File: src/rtl/nq_pkg.sv
// Shared decode-stage definitions: instruction width, NOP encoding, opcode field positions.
// Used by the prefetch queue, main control and the stall unit.
package nq_pkg;

    localparam int INST_W = 16;
    localparam logic [INST_W-1:0] NOP_INST = 16'h0000;

    localparam int OPC_MSB = 15;
    localparam int OPC_LSB = 12;
    localparam int RD_MSB  = 11;
    localparam int RD_LSB  = 8;

    function automatic logic [OPC_MSB-OPC_LSB:0] opcode_of(input logic [INST_W-1:0] i);
        return i[OPC_MSB:OPC_LSB];
    endfunction

endpackage

File: src/rtl/nq_pfq_storage.sv
// Prefetch queue slot array: LANES-wide write at wr_ptr (slots wrap modulo DEPTH),
// single combinational read at rd_ptr.
module nq_pfq_storage
    import nq_pkg::*;
#(
    parameter int INST_W = nq_pkg::INST_W,
    parameter int LANES  = 2,
    parameter int DEPTH  = 8,
    localparam int PTR_W = $clog2(DEPTH)
) (
    input  logic                    clk,
    input  logic                    wr_en,
    input  logic [PTR_W-1:0]        wr_ptr,
    input  logic [LANES*INST_W-1:0] wr_data,
    input  logic [PTR_W-1:0]        rd_ptr,
    output logic [INST_W-1:0]       rd_data
);

    logic [INST_W-1:0] mem [DEPTH];

    // Lane k lands at wr_ptr+k; the pointer-width add wraps naturally.
    always_ff @(posedge clk) begin
        if (wr_en) begin
            for (int k = 0; k < LANES; k++) begin
                mem[wr_ptr + PTR_W'(k)] <= wr_data[k*INST_W +: INST_W];
            end
        end
    end

    assign rd_data = mem[rd_ptr];

endmodule

File: src/rtl/nq_prefetch_queue.sv
// Circular instruction queue between instruction memory and decode; LANES-wide fill, 1-wide drain.
// Optional same-cycle bypass of an empty queue is enabled by defining NQ_PFQ_BYPASS_EN.
module nq_prefetch_queue
    import nq_pkg::*;
#(
    parameter int                INST_W   = nq_pkg::INST_W,
    parameter int                LANES    = 2,
    parameter int                DEPTH    = 8,
    parameter logic [INST_W-1:0] NOP_INST = nq_pkg::NOP_INST,
    localparam int               PTR_W    = $clog2(DEPTH),
    localparam int               CNT_W    = $clog2(DEPTH+1)
) (
    input  logic                    clk,
    input  logic                    rst,
    input  logic                    fetch_valid,
    input  logic [LANES*INST_W-1:0] fetch_data,
    output logic                    fetch_ready,
    input  logic                    flush,
    input  logic                    stall,
    output logic [INST_W-1:0]       inst,
    output logic                    inst_valid,
    output logic [CNT_W-1:0]        count
);

    localparam logic [CNT_W-1:0] MAX_FILL = CNT_W'(DEPTH - LANES);
    localparam logic [CNT_W-1:0] LANES_C  = CNT_W'(LANES);
    localparam logic [PTR_W-1:0] PTR_STEP = PTR_W'(LANES);

    logic [PTR_W-1:0]  wr_ptr;
    logic [PTR_W-1:0]  rd_ptr;
    logic [CNT_W-1:0]  cnt_q;
    logic [INST_W-1:0] head;
    logic              push;
    logic              pop;

    // Space check uses only the registered count, so a same-cycle pop never frees room early.
    assign fetch_ready = (cnt_q <= MAX_FILL);
    assign push        = fetch_valid & fetch_ready;
    assign pop         = inst_valid & ~stall;
    assign count       = cnt_q;

    nq_pfq_storage #(
        .INST_W (INST_W),
        .LANES  (LANES),
        .DEPTH  (DEPTH)
    ) u_storage (
        .clk     (clk),
        .wr_en   (push & ~flush),
        .wr_ptr  (wr_ptr),
        .wr_data (fetch_data),
        .rd_ptr  (rd_ptr),
        .rd_data (head)
    );

    // With bypass, an empty queue forwards lane 0 directly; the word is still written in full
    // and the pop advances rd_ptr past lane 0, leaving LANES-1 entries.
    always_comb begin
        inst       = NOP_INST;
        inst_valid = 1'b0;
        if (cnt_q != '0) begin
            inst       = head;
            inst_valid = 1'b1;
        end
`ifdef NQ_PFQ_BYPASS_EN
        else if (fetch_valid && !flush) begin
            inst       = fetch_data[INST_W-1:0];
            inst_valid = 1'b1;
        end
`endif
    end

    always_ff @(posedge clk or posedge rst) begin
        if (rst) begin
            wr_ptr <= '0;
            rd_ptr <= '0;
            cnt_q  <= '0;
        end else if (flush) begin
            wr_ptr <= '0;
            rd_ptr <= '0;
            cnt_q  <= '0;
        end else begin
            if (push) begin
                wr_ptr <= wr_ptr + PTR_STEP;
            end
            if (pop) begin
                rd_ptr <= rd_ptr + PTR_W'(1);
            end
            cnt_q <= cnt_q + (push ? LANES_C : '0) - {{(CNT_W-1){1'b0}}, pop};
        end
    end

endmodule

File: config.mk
export PLATFORM = sky130hd
export DESIGN_NAME = nq_prefetch_queue
export DESIGN_NICKNAME = d
export VERILOG_FILES = /design/src/rtl/nq_pkg.sv /design/src/rtl/nq_pfq_storage.sv /design/src/rtl/nq_prefetch_queue.sv
export SDC_FILE = /design/constraint.sdc
export NUM_CORES = 1
export LEC_CHECK = 0
export BUFFER_PORTS_ARGS = -buffer_cell sky130_fd_sc_hd__buf_2
export CORE_UTILIZATION = 55
export CTS_CLUSTER_DIAMETER = 150
export DETAILED_ROUTE_END_ITERATION = 12
export GPL_TIMING_DRIVEN = 0
export PLACE_DENSITY = 0.78
export SYNTH_ARGS = -nofsm -noshare
export SYNTH_HDL_FRONTEND = slang
export SYNTH_HIERARCHICAL = 1
export SYNTH_SLANG_ARGS = --single-unit
File: constraint.sdc
create_clock -name clk -period 4.27 [get_ports clk]
set_input_delay 0.6405 -clock clk [delete_from_list [all_inputs] [get_ports clk]]
set_output_delay 0.6405 -clock clk [all_outputs]
set_load 0.005 [all_outputs]
# Yosys cells after proc, flatten, opt, wreduce, memory -nomap -nowiden

Memory sizes are Yosys's and may differ from the RTL's.
Index checks and enable logic that the tools add are counted.

$add $sub $neg: 5
Multiply operators: 0
Div/mod/pow operators: 0
Magnitude comparators: 1
Eq/ne operators: 0
Shift operators: 0
Mux-type cells: 10
Bitwise operators: 5
Reductions and logical operators: 3

Operators by type and width:

| operator                                            | number |
|---|---|
| two-way mux 16 bit                                  | 1 |
| two-way mux 3 bit                                   | 4 |
| adder 3 x 1 -> 3 bit, second input constant         | 2 |
| adder 4 x 2 -> 4 bit                                | 1 |
| <= comparator 4 x 3 -> 1 bit, second input constant | 1 |
| two-way mux 4 bit                                   | 1 |
| nonzero test 2 bit                                  | 2 |
| nonzero test 4 bit                                  | 1 |
| subtractor 4 x 1 -> 4 bit                           | 1 |
| adder 3 x 2 -> 3 bit, second input constant         | 1 |
| AND 1 bit                                           | 3 |
| two-way mux 1 bit                                   | 3 |
| two-way mux 2 bit                                   | 1 |
| inverter 1 bit                                      | 2 |

Register bits: 10
Bits in latches: 0
Bits in writable memories: 128
Bits in read-only memories: 0
Input bits: 37
Output and inout port bits: 22
Word-level logic and storage cells: 28
Memories kept: 1

Memories:

| name          | words | width | read ports | clocked after Yosys merged registers in | wr ports | RTL line             | text |
|---|---|---|---|---|---|---|---|
| u_storage.mem | 8     | 16    | 1          | 0                                       | 2        | nq_pfq_storage.sv:19 | `logic [INST_W-1:0] mem [DEPTH];` |

# Depth between registers and ports, before layout

Gate-level depths: netlist (run 1).

Depth in word-level cells: 6
Gate-level depth with buffers: 11
Gate-level depth less buffers: 11

# Cells and area by module

The synthesis (run 1) kept the hierarchy.

Modules (own cells, without submodules):

| module            | instances | cells an instance | area an instance (um^2) | seq. area each (um^2) |
|---|---|---|---|---|
| nq_pfq_storage    | 1         | 351               | 6482.5                  | 3843.7 |
| nq_prefetch_queue | 1         | 74                | 646.9                   | 225.2 |

# Least setup slack after synthesis (run 1)

OpenSTA, ideal clock, no wires.

Path kind: register to register
Start: reg cnt_q[2] (netlist: count[2])
End: mem u_storage.mem[2][0] (enable)
Setup time: 416 ps
Data arrival time: 2990 ps
Required time: 3854 ps
Setup slack: 864 ps
Stages on the path, launching flop included: 7
Buffers on the path: 0
Clock period less this slack: 3406 ps
Cell sequence: dfrtp_1 > ha_1 > and3_4 > or3_2 > nor2_1 > nand2_1 > o32ai_1

RTL lines:

| item                   | RTL line                | text |
|---|---|---|
| from (decl)            | nq_prefetch_queue.sv:31 | `logic [CNT_W-1:0] cnt_q;` |
| from (signal assigned) | nq_prefetch_queue.sv:88 | `cnt_q <= cnt_q + (push ? LANES_C : '0) - {{(CNT_W-1){1'b0}}, pop};` |
| to (decl)              | nq_pfq_storage.sv:19    |  |

==> results of run 1 <==
metrics by stage:
stage	hold slack [ns]	instance area, um2	instances	utilization, %
after global routing	0.198	8370	694	66.3
after global placement	0.556	7630	655	60.5
after floorplan	0.468	7130	426	-
final	0.181	8370	694	66.3
after detailed placement	0.575	7830	663	62.1
after CTS	0.183	8370	694	66.3
cell usage in the layout, fill, tap and decap left out, types with 2 or more instances in the layout:
| cell | instances |
|---|---|
| mux4_2 | 32 |
| nand2_1 | 5 |
| mux2_1 | 9 |
| o21ai_2 | 2 |
| clkbuf_1 | 9 |
| dfrtp_1 | 9 |
| ha_1 | 7 |
| o22ai_2 | 2 |
| a21oi_1 | 5 |
| clkbuf_16 | 17 |
| clkinv_2 | 5 |
| bufinv_16 | 2 |
| or4_1 | 3 |
| o32ai_4 | 2 |
| o31ai_1 | 3 |
| mux2_2 | 135 |
| nand3b_1 | 2 |
| nor2_2 | 2 |
| clkinv_1 | 4 |
| o21bai_2 | 2 |
| and2_1 | 16 |
| buf_8 | 7 |
| buf_2 | 69 |
| o21ai_0 | 2 |
| nor2_1 | 8 |
| inv_1 | 10 |
| nand2b_1 | 3 |
| edfxtp_1 | 128 |
| conb_1 | 2 |
final cells by class:
| type | count | area, um2 |
|---|---|---|
| fillers | 897 | 4250 |
| flip-flops and latches | 137 | 4070 |
| multi-input cells | 257 | 2990 |
| clock buffers | 19 | 433 |
| repair buffers | 65 | 418 |
| well taps | 172 | 215 |
| clock inverters | 12 | 109 |
| plain buffers | 21 | 97.6 |
| inverters | 11 | 41.3 |
power by group through the flow:
| stage | Clock [uW] | Sequential [uW] | Combinational (uW) |
|---|---|---|---|
| global route | 1440 | 1620 | 1060 |
| CTS | 1380 | 1620 | 972 |
| global placement | 0 | 1640 | 895 |
| detailed placement | 0 | 1640 | 954 |
| finish | 1360 | 1620 | 971 |
| floorplan | 0 | 1630 | 618 |
sequential cells by signal, summed over array words and instances, names as in the netlist:
register / count
count: 4
rd_ptr: 3
u_storage/mem: 128
wr_ptr: 2
logic make-up (layout without fill, tap and decap cells):
family,count (synthesis),count (layout),synth area share [%]
flip-flops,137,137,57.1
other,1,2,0.0526
AND/OR/NAND/NOR,49,49,4.30
adder cells (fa/ha/maj),8,8,1.51
AO/OA/AOI/OAI,19,19,1.68
buffers and inverters,32,128,1.95
XOR/XNOR,3,3,0.579
multiplexers,176,176,32.9
worst paths after layout:
| path | endpoint | cells after the start |
|---|---|---|
| max | u_storage/mem[3][8] | 9 |
| min in group clk | rd_ptr[1] | 3 |
| max reg2reg | u_storage/mem[3][8] | 9 |
| max in group asynchronous | count[0] | 2 |
| min reg2reg | wr_ptr[2] | 2 |
| min | rd_ptr[1] | 2 |
worst max-delay path, cell delays in order (launching register included):
cell and delay, ns:
dfrtp_1 0.42, ha_1 0.23, and3_4 0.20, or3_2 0.47, nor2_1 0.33, nand2_1 0.19
nor3_2 0.64, buf_4 0.36, o21bai_2 0.28, buf_8 0.24
per-layer routing:
layer	wire length, um	GRT usage, %	vias to the layer above
met1	6850	35.8	2131
met5	0	0	-
met4	352	9.83	0
met3	1030	4.81	25
met2	7760	40.7	169
li1	-	-	1866
cell usage after synthesis (7+ instances only):
| library cell | count | area share [%] |
|---|---|---|
| ha_1 | 7 | 1.2 |
| mux2_2 | 135 | 21 |
| and2_1 | 16 | 1.4 |
| dfrtp_1 | 9 | 3.2 |
| nor2_1 | 8 | 0.42 |
| edfxtp_1 | 128 | 54 |
| mux4_2 | 32 | 10 |
| buf_2 | 12 | 0.84 |
| clkbuf_1 | 7 | 0.37 |
| inv_1 | 10 | 0.53 |
| mux2_1 | 9 | 1.4 |
==> results by group, run 1 <==
Yosys
  – Post-synthesis cell area: 7130 um2
  – Netlist cell types: 41
  – Number of flops mapped to enable cells by yosys: 128
  – Register area share after synthesis: 57.1%
  – Yosys warnings: 6
  – Synthesized area per cell: 16.8 um2
  – Synth Register Bits: 137
  – Synth Instances: 425
  – Ys flop type: edfxtp_1
  – Async set or reset register ratio after synthesis: 6.57%

Finish
  – Diodes inserted: 0
  – Area growth from synthesis to layout: 17.4%
  – Share of cells above drive strength 1: 55.4%
  – # nets final: 555

Die
  – Die footprint: 13,400 um2
  – Initial Util: 56.5%
  – Die Y: 116 um
  – Io pins: 59
  – Rows: 41
  – Die X-Extent: 116 um
  – Core area: 12,600 um2

Critical path
  – Critical path arrival: 3.78 ns
  – Worst setup path startpoint: count[2]
  – R2R setup slack: 0.61 ns
  – Critical Path End Type: flop
  – Data required time at the worst endpoint: 4.39 ns
  – Startpoint types: flop
  – Critical path fanouts, max: 11
  – FF-to-FF Start: count[2]
  – Setup CP Type: reg -> reg

Flow run
  – Max-cap violations: 0

Run status
  – Status: complete, no violations

Detailed routing
  – DR iter-0 viols: 316
  – Via count: 4,191
  – WL/cell: 23.0 um
  – Drc violations: 0
  – Drt first pass iters: 4
  – Post-route ant nets: 0
  – DR vias/cell: 6.04
  – Routed Wire Length: 16,000 um

Timing
  – Final worst slack: 0.609 ns
  – Slew HR: 44.0%
  – Worst slew pin tran: 0.840 ns
  – Setup TNS: 0 ns
  – Hold Violations, Final: 0
  – Slew Limit Fails: 0
  – Final min period: 3.66 ns
  – Worst Skew: 0.00594 ns
  – Count of final setup violators: 0
  – Unrepaired setup endpoints after global routing: false
  – Max Fclk: 0.273 GHz
  – Period Utilization, post-route: 85.7%

Global routing
  – Grt ovf: 0
  – Initial antenna violation count: 0
  – Global-route wire length before repair: 24,200 um
  – Pin count of the biggest net entering global routing: 17
  – Vias in the first global route: 4,125
  – GRT Overall Usage: 25.8%

Clock tree
  – CTS buffer count: 17
  – Root Driver: clkbuf_16
  – Hold buffer count at CTS: 0
  – CTS resizes: 0
  – Clock sinks: 137
  – Clk buf depth: 2
  – Clock slew at reported path FFs: 0.05 ns
  – Setup repair bufs after CTS: 0
  – Htree depth: 4
  – CTS tree: yes
  – Worst-skew pair later-pin latency: 0.42 ns

Power and ir drop
  – Worst VDD drop: 0.276 mV
  – Seq pwr share: 40.9%
  – Sw Share: 26.6%
  – Part of the power in the clock network: 34.5%
  – Power Density: 472 nW/um2
  – Internal power: 2900 uW
  – Comb pwr share: 24.6%
  – Pleak: 0.00290 uW
  – Sw power: 1050 uW
  – Final Total Pwr: 3950 uW

Placement
  – HPWL Detailed: 10,200 um
  – IO buf count: 57
  – Placer's final routability congestion estimate: 0.784
  – Post-place setup slack: 0.671 ns

Min path
  – Min-delay worst type: in -> async
(Power assumes the default switching activity.)
==> inputs of run 2 (changes only) <==
Settings changed: BUFFER_PORTS_ARGS -buffer_cell sky130_fd_sc_hd__buf_2 to unset, DONT_BUFFER_PORTS set to 1, PLACE_DENSITY 0.78 to 0.77.
Clock period 4.27 ns to 3.24 ns, I/O delays scaled along.
==> results by group, run 2 (synthesized netlist as in run 1, its figures left out) <==
Clock tree
  – Clk buf depth: 2 (unchanged)
  – Root Driver: clkbuf_16 (unchanged)
  – Clock sinks: 137 (unchanged)
  – Worst-skew pair later-pin latency: 0.42 ns (about the same)
  – Clock slew at reported path FFs: 0.06 ns (was 0.05 ns)
  – CTS buffer count: 17 (unchanged)
  – Htree depth: 4 (unchanged)
  – CTS tree: yes (unchanged)

Die
  – Die X-Extent: 116 um (unchanged)
  – Die Y: 116 um (unchanged)
  – Io pins: 59 (unchanged)
  – Rows: 41 (unchanged)
  – Initial Util: 56.5% (unchanged)
  – Core area: 12,600 um2 (unchanged)
  – Die footprint: 13,400 um2 (unchanged)

Placement
  – Post-place setup slack: -0.441 ns (was 0.671 ns)
  – Placer's final routability congestion estimate: 0.798 (was 0.784)
  – IO buf count: 0 (was 57)
  – DP Cell Count: 606 (was 663)
  – HPWL Detailed: 10,200 um (about the same)
  – Post-DP Area: 7530 um2 (was 7830 um2)

Finish
  – Commonest non-fill, non-tap cell in the layout: mux2_2 (unchanged)
  – Area growth from synthesis to layout: 14.6% (was 17.4%)
  – Final instance area: 8170 um2 (was 8370 um2)
  – Util after Layout: 64.7% (was 66.3%)
  – Largest Register: u_storage/mem (unchanged)
  – Most frequent cells in the layout: 135 x mux2_2, 128 x edfxtp_1, 32 x mux4_2 (was 135 x mux2_2, 128 x edfxtp_1, 69 x buf_2)
  – # nets final: 501 (was 555)
  – Max reg flops: 128 (unchanged)
  – Reg area: 4070 um2 (unchanged)
  – Non-Filler Instances: 641 (was 694)
  – Share of cells above drive strength 1: 50.1% (was 55.4%)
  – Diodes inserted: 0 (unchanged)
  – Fill cells: 892 (was 897)
  – Multi-input gate area: 3040 um2 (was 2990 um2)

Timing
  – Worst slew pin tran: 0.935 ns (was 0.840 ns)
  – Max Fclk: 0.325 GHz (was 0.273 GHz)
  – Unrepaired setup endpoints after global routing: false (unchanged)
  – Final min period: 3.08 ns (was 3.66 ns)
  – Slew Limit Fails: 0 (unchanged)
  – Period Utilization, post-route: 95.0% (was 85.7%)
  – Final worst slack: 0.161 ns (was 0.609 ns)
  – Slew HR: 37.4% (was 44.0%)
  – Hold Violations, Final: 0 (unchanged)
  – Worst Skew: 0.00599 ns (was 0.00594 ns)
  – Count of final setup violators: 0 (unchanged)

Detailed routing
  – Post-route ant nets: 0 (unchanged)
  – Drc violations: 0 (unchanged)
  – DR iter-0 viols: 252 (was 316)
  – WL/cell: 24.4 um (was 23.0 um)
  – Via count: 3,955 (was 4,191)
  – Drt first pass iters: 4 (unchanged)
  – Routed Wire Length: 15,600 um (was 16,000 um)
  – DR vias/cell: 6.17 (was 6.04)

Critical path
  – Worst r2r dst: u_storage/mem[3][4] (was u_storage/mem[3][8])
  – Critical Path End Type: flop (unchanged)
  – Data required time at the worst endpoint: 3.37 ns (was 4.39 ns)
  – Setup CP Type: reg -> reg (unchanged)
  – Startpoint types: flop (unchanged)
  – FF-to-FF Start: count[2] (unchanged)
  – R2R setup slack: 0.16 ns (was 0.61 ns)
  – Worst setup path end: u_storage/mem[3][4] (was u_storage/mem[3][8])
  – Critical path arrival: 3.21 ns (was 3.78 ns)
  – Critical path fanouts, max: 10 (was 11)
  – Worst setup path startpoint: count[2] (unchanged)
  – Reg2Reg Depth: 9 (unchanged)

Run status
  – Status: complete, no violations (unchanged)

Flow run
  – Max-cap violations: 0 (unchanged)

Global routing
  – Global-route wire length before repair: 23,300 um (was 24,200 um)
  – Vias in the first global route: 4,094 (was 4,125)
  – Grt ovf: 0 (unchanged)
  – Pin count of the biggest net entering global routing: 17 (unchanged)
  – Initial antenna violation count: 0 (unchanged)
  – GRT Overall Usage: 25.1% (was 25.8%)

Power and ir drop
  – Pleak: 0.00269 uW (was 0.00290 uW)
  – Power Density: 619 nW/um2 (was 472 nW/um2)
  – Worst VDD drop: 0.410 mV (was 0.276 mV)
  – Final Total Pwr: 5050 uW (was 3950 uW)

Min path
  – Min-delay worst type: in -> reg (was in -> async)
-- run 2: worst min path at each step --
stage / slack (ns) / endpoint / cells after the start / start
floorplan: 0.31 / count[0] / 1 / rst
global placement: 0.35 / rd_ptr[2] / 1 / rst
detailed placement: 0.36 / rd_ptr[2] / 1 / rst
CTS: 0.23 / rd_ptr[1] / 2 / stall
global route: 0.24 / rd_ptr[1] / 2 / stall
finish: 0.24 / rd_ptr[1] / 2 / stall
-- run 2: layout make-up --
class                      instances  area share [%]
tap                              172            2.63
buffer                            21            1.38
sequential                       137            49.8
clock inverter                    14            1.38
clock buffer                      18            5.25
timing repair buffer              11            1.78
inverter                          11           0.506
multi-input combinational        257            37.3
-- run 2: timing repair --
action                     4_1_cts  5_1_grt
hold buffers                     1        0
pin swaps                        2        0
setup buffers                    2        0
setup endpoints to repair       91       49
gates resized for setup          5       13
hold endpoints to repair         9        0
-- run 2: routing by layer --
layer	up-vias	global-route usage, %	wire (um)
li1	1764	-	-
met1	2035	32.4	6550
met2	130	39.5	7690
met3	26	7.58	1070
met4	0	11.1	322
met5	-	0	0
-- run 2: per-stage QoR --
step / TNS, ns / hold slack (ns)
3_5_place_dp: -17.53 / 0.365
6_report: 0 / 0.243
4_1_cts: 0 / 0.228
5_1_grt: 0 / 0.240
3_3_place_gp: -81.54 / 0.350
2_1_floorplan: 0 / 0.314
-- run 2: worst max-delay path: stages (launching register included) --
cell and delay [ns]:
dfrtp_1 0.44, ha_1 0.24, and3_4 0.21, or3_2 0.50
nor2_4 0.16, nand2_1 0.16, nor3_4 0.27, buf_4 0.27
o21bai_2 0.30, buf_8 0.23
-- run 2: report_power, final --
group / internal [uW] / switching (uW) / leakage, uW
Combinational: 540 / 586 / 0.00115
Clock: 1100 / 691 / 0.000263
Sequential: 2080 / 57.0 / 0.00128
Total: 3720 / 1330 / 0.00269
==> inputs of run 3 (changes only) <==
Settings changed: RECOVER_POWER set to 50, SETUP_SLACK_MARGIN set to 0.4.
==> results by group, run 3 (synthesized netlist as in run 1, its figures left out) <==
Run status
  – Status: complete, no violations (unchanged)

Min path
  – Hold Path Depth: 2 (unchanged)
  – Hold path start: stall (unchanged)
  – Endpoint, Worst Hold: rd_ptr[1] (unchanged)
  – Min-delay worst type: in -> reg (unchanged)

Critical path
  – R2R setup slack: 0.33 ns (was 0.16 ns)
  – FF-to-FF Start: count[2] (unchanged)
  – Critical path arrival: 3.08 ns (was 3.21 ns)
  – Data required time at the worst endpoint: 3.41 ns (was 3.37 ns)
  – Reg2Reg Depth: 8 (was 9)
  – Critical path fanouts, max: 7 (was 10)
  – Cell-by-cell trace of the critical path: ha_1 > and3_1 > or3_1 > nor2_4 > nand2_2 > nor3_4 > clkbuf_2 > mux2_2 (was ha_1 > and3_4 > or3_2 > nor2_4 > nand2_1 > nor3_4 > buf_4 > o21bai_2 > buf_8)
  – Critical path buffer and inverter count: 1 (was 2)
  – Startpoint types: flop (unchanged)
  – Slowest cell delay on critical path: 0.44 ns (was 0.50 ns)
  – Slowest-stage cell, CP: dfrtp_1 (was or3_2)
  – Critical path's top delay family: simple AND/OR/NAND/NOR gates (unchanged)
  – Setup CP Type: reg -> reg (unchanged)
  – Critical Path End Type: flop (unchanged)
  – Worst r2r dst: u_storage/mem[3][3] (was u_storage/mem[3][4])

Placement
  – Post-DP Area: 7450 um2 (was 7530 um2)
  – IO buf count: 0 (unchanged)
  – HPWL Detailed: 9870 um (was 10,200 um)
  – Post-place setup slack: -0.477 ns (was -0.441 ns)
  – Placer's final routability congestion estimate: 0.761 (was 0.798)

Finish
  – Area growth from synthesis to layout: 17.6% (was 14.6%)
  – Final instance area: 8390 um2 (was 8170 um2)
  – Share of cells above drive strength 1: 52.0% (was 50.1%)
  – Max reg flops: 128 (unchanged)
  – Commonest non-fill, non-tap cell in the layout: mux2_2 (unchanged)
  – Largest Register: u_storage/mem (unchanged)
  – Util after Layout: 66.4% (was 64.7%)
  – # nets final: 515 (was 501)
  – Diodes inserted: 0 (unchanged)
  – Most frequent cells in the layout: 134 x mux2_2, 128 x edfxtp_1, 32 x mux4_2 (was 135 x mux2_2, 128 x edfxtp_1, 32 x mux4_2)

Detailed routing
  – DR vias/cell: 6.24 (was 6.17)
  – Routed Wire Length: 16,700 um (was 15,600 um)
  – Post-route ant nets: 0 (unchanged)
  – Drc violations: 0 (unchanged)
  – Via count: 4,088 (was 3,955)
  – Drt first pass iters: 7 (was 4)
  – WL/cell: 25.6 um (was 24.4 um)
  – DR iter-0 viols: 308 (was 252)

Clock tree
  – Htree depth: 4 (unchanged)
  – Clock slew at reported path FFs: 0.05 ns (was 0.06 ns)
  – Clk buf depth: 2 (unchanged)
  – Clock sinks: 137 (unchanged)
  – CTS buffer count: 17 (unchanged)
  – Worst-skew pair later-pin latency: 0.42 ns (about the same)
  – CTS tree: yes (unchanged)
  – Root Driver: clkbuf_16 (unchanged)

Timing
  – Final min period: 2.91 ns (was 3.08 ns)
  – Hold Violations, Final: 0 (unchanged)
  – Setup TNS: 0 ns (unchanged)
  – Max Fclk: 0.344 GHz (was 0.325 GHz)
  – Slew Limit Fails: 0 (unchanged)
  – Worst slew pin tran: 0.910 ns (was 0.935 ns)
  – Slew HR: 39.1% (was 37.4%)
  – Worst Skew: 0.00784 ns (was 0.00599 ns)
  – Period Utilization, post-route: 89.8% (was 95.0%)
  – Unrepaired setup endpoints after global routing: true (was false)
  – Count of final setup violators: 0 (unchanged)
  – Final worst slack: 0.329 ns (was 0.161 ns)

Power and ir drop
  – Power Density: 611 nW/um2 (was 619 nW/um2)
  – Worst VDD drop: 0.325 mV (was 0.410 mV)
  – Pleak: 0.00281 uW (was 0.00269 uW)

Global routing
  – Grt ovf: 0 (unchanged)
  – Pin count of the biggest net entering global routing: 17 (unchanged)
  – Vias in the first global route: 4,166 (was 4,094)
  – GRT Overall Usage: 27.3% (was 25.1%)
  – Global-route wire length before repair: 25,300 um (was 23,300 um)
  – Initial antenna violation count: 0 (unchanged)

Die
  – Die footprint: 13,400 um2 (unchanged)
  – Rows: 41 (unchanged)
  – Die Y: 116 um (unchanged)
  – Core area: 12,600 um2 (unchanged)
  – Initial Util: 56.5% (unchanged)
  – Io pins: 59 (unchanged)
  – Die X-Extent: 116 um (unchanged)

Flow run
  – Max-cap violations: 0 (unchanged)
## run 3: cell types whose count changed in the layout (fill, tap and decap cells not counted), sizes merged
cell	change
clkbuf	+1
clkinv	-3
clkinvlp	+1
buf	+15
## run 3: routing by layer
metal  routed length [um]  up-vias  track usage, %
li1                     -     1784               -
met1                 6670     2119            35.4
met2                 8540      153            44.6
met3                 1120       32            6.49
met4                  411        0            10.6
met5                    0        -               0
## run 3: worst max-delay path by stage
stage                                 to     start  slack [ns]  cells past startpoint
finish               u_storage/mem[3][3]  count[2]        0.33                      8
global route         u_storage/mem[3][3]  count[2]        0.20                      8
CTS                  u_storage/mem[5][6]  count[2]        0.38                      9
detailed placement  u_storage/mem[7][12]  count[2]       -0.48                      8
global placement     u_storage/mem[2][9]  count[2]       -0.48                      6
floorplan            u_storage/mem[7][0]  count[2]        0.32                      8
## run 3: cell type report
cell class | count | area [um2]
fillers | 868 | 4230
flip-flops and latches | 137 | 4070
multi-input cells | 257 | 3060
clock buffers | 20 | 437
repair buffers | 25 | 289
well taps | 172 | 215
plain buffers | 21 | 165
clock inverters | 12 | 108
inverters | 11 | 41.3
## run 3: timing repair
item | 4_1_cts | 5_1_grt
endpoints found under the hold margin | 9 | 0
pin swaps | 5 | 2
setup buffers | 16 | 6
hold buffers | 1 | 0
resized for setup | 32 | 11
endpoints found under the setup margin | 208 | 169
## run 3: power breakdown
part,internal [uW],switching (uW)
registers,2080,60.0
logic,588,602
clock network,1110,689
total,3770,1350
## run 3: through the flow
step / total power (uW) / hold slack [ns] / std cells
6_report: 5130 / 0.251 / 655
5_1_grt: 5350 / 0.246 / 655
3_5_place_dp: 3250 / 0.362 / 600
4_1_cts: 5130 / 0.236 / 649
3_3_place_gp: 3200 / 0.353 / 598
2_1_floorplan: 2980 / 0.314 / 426
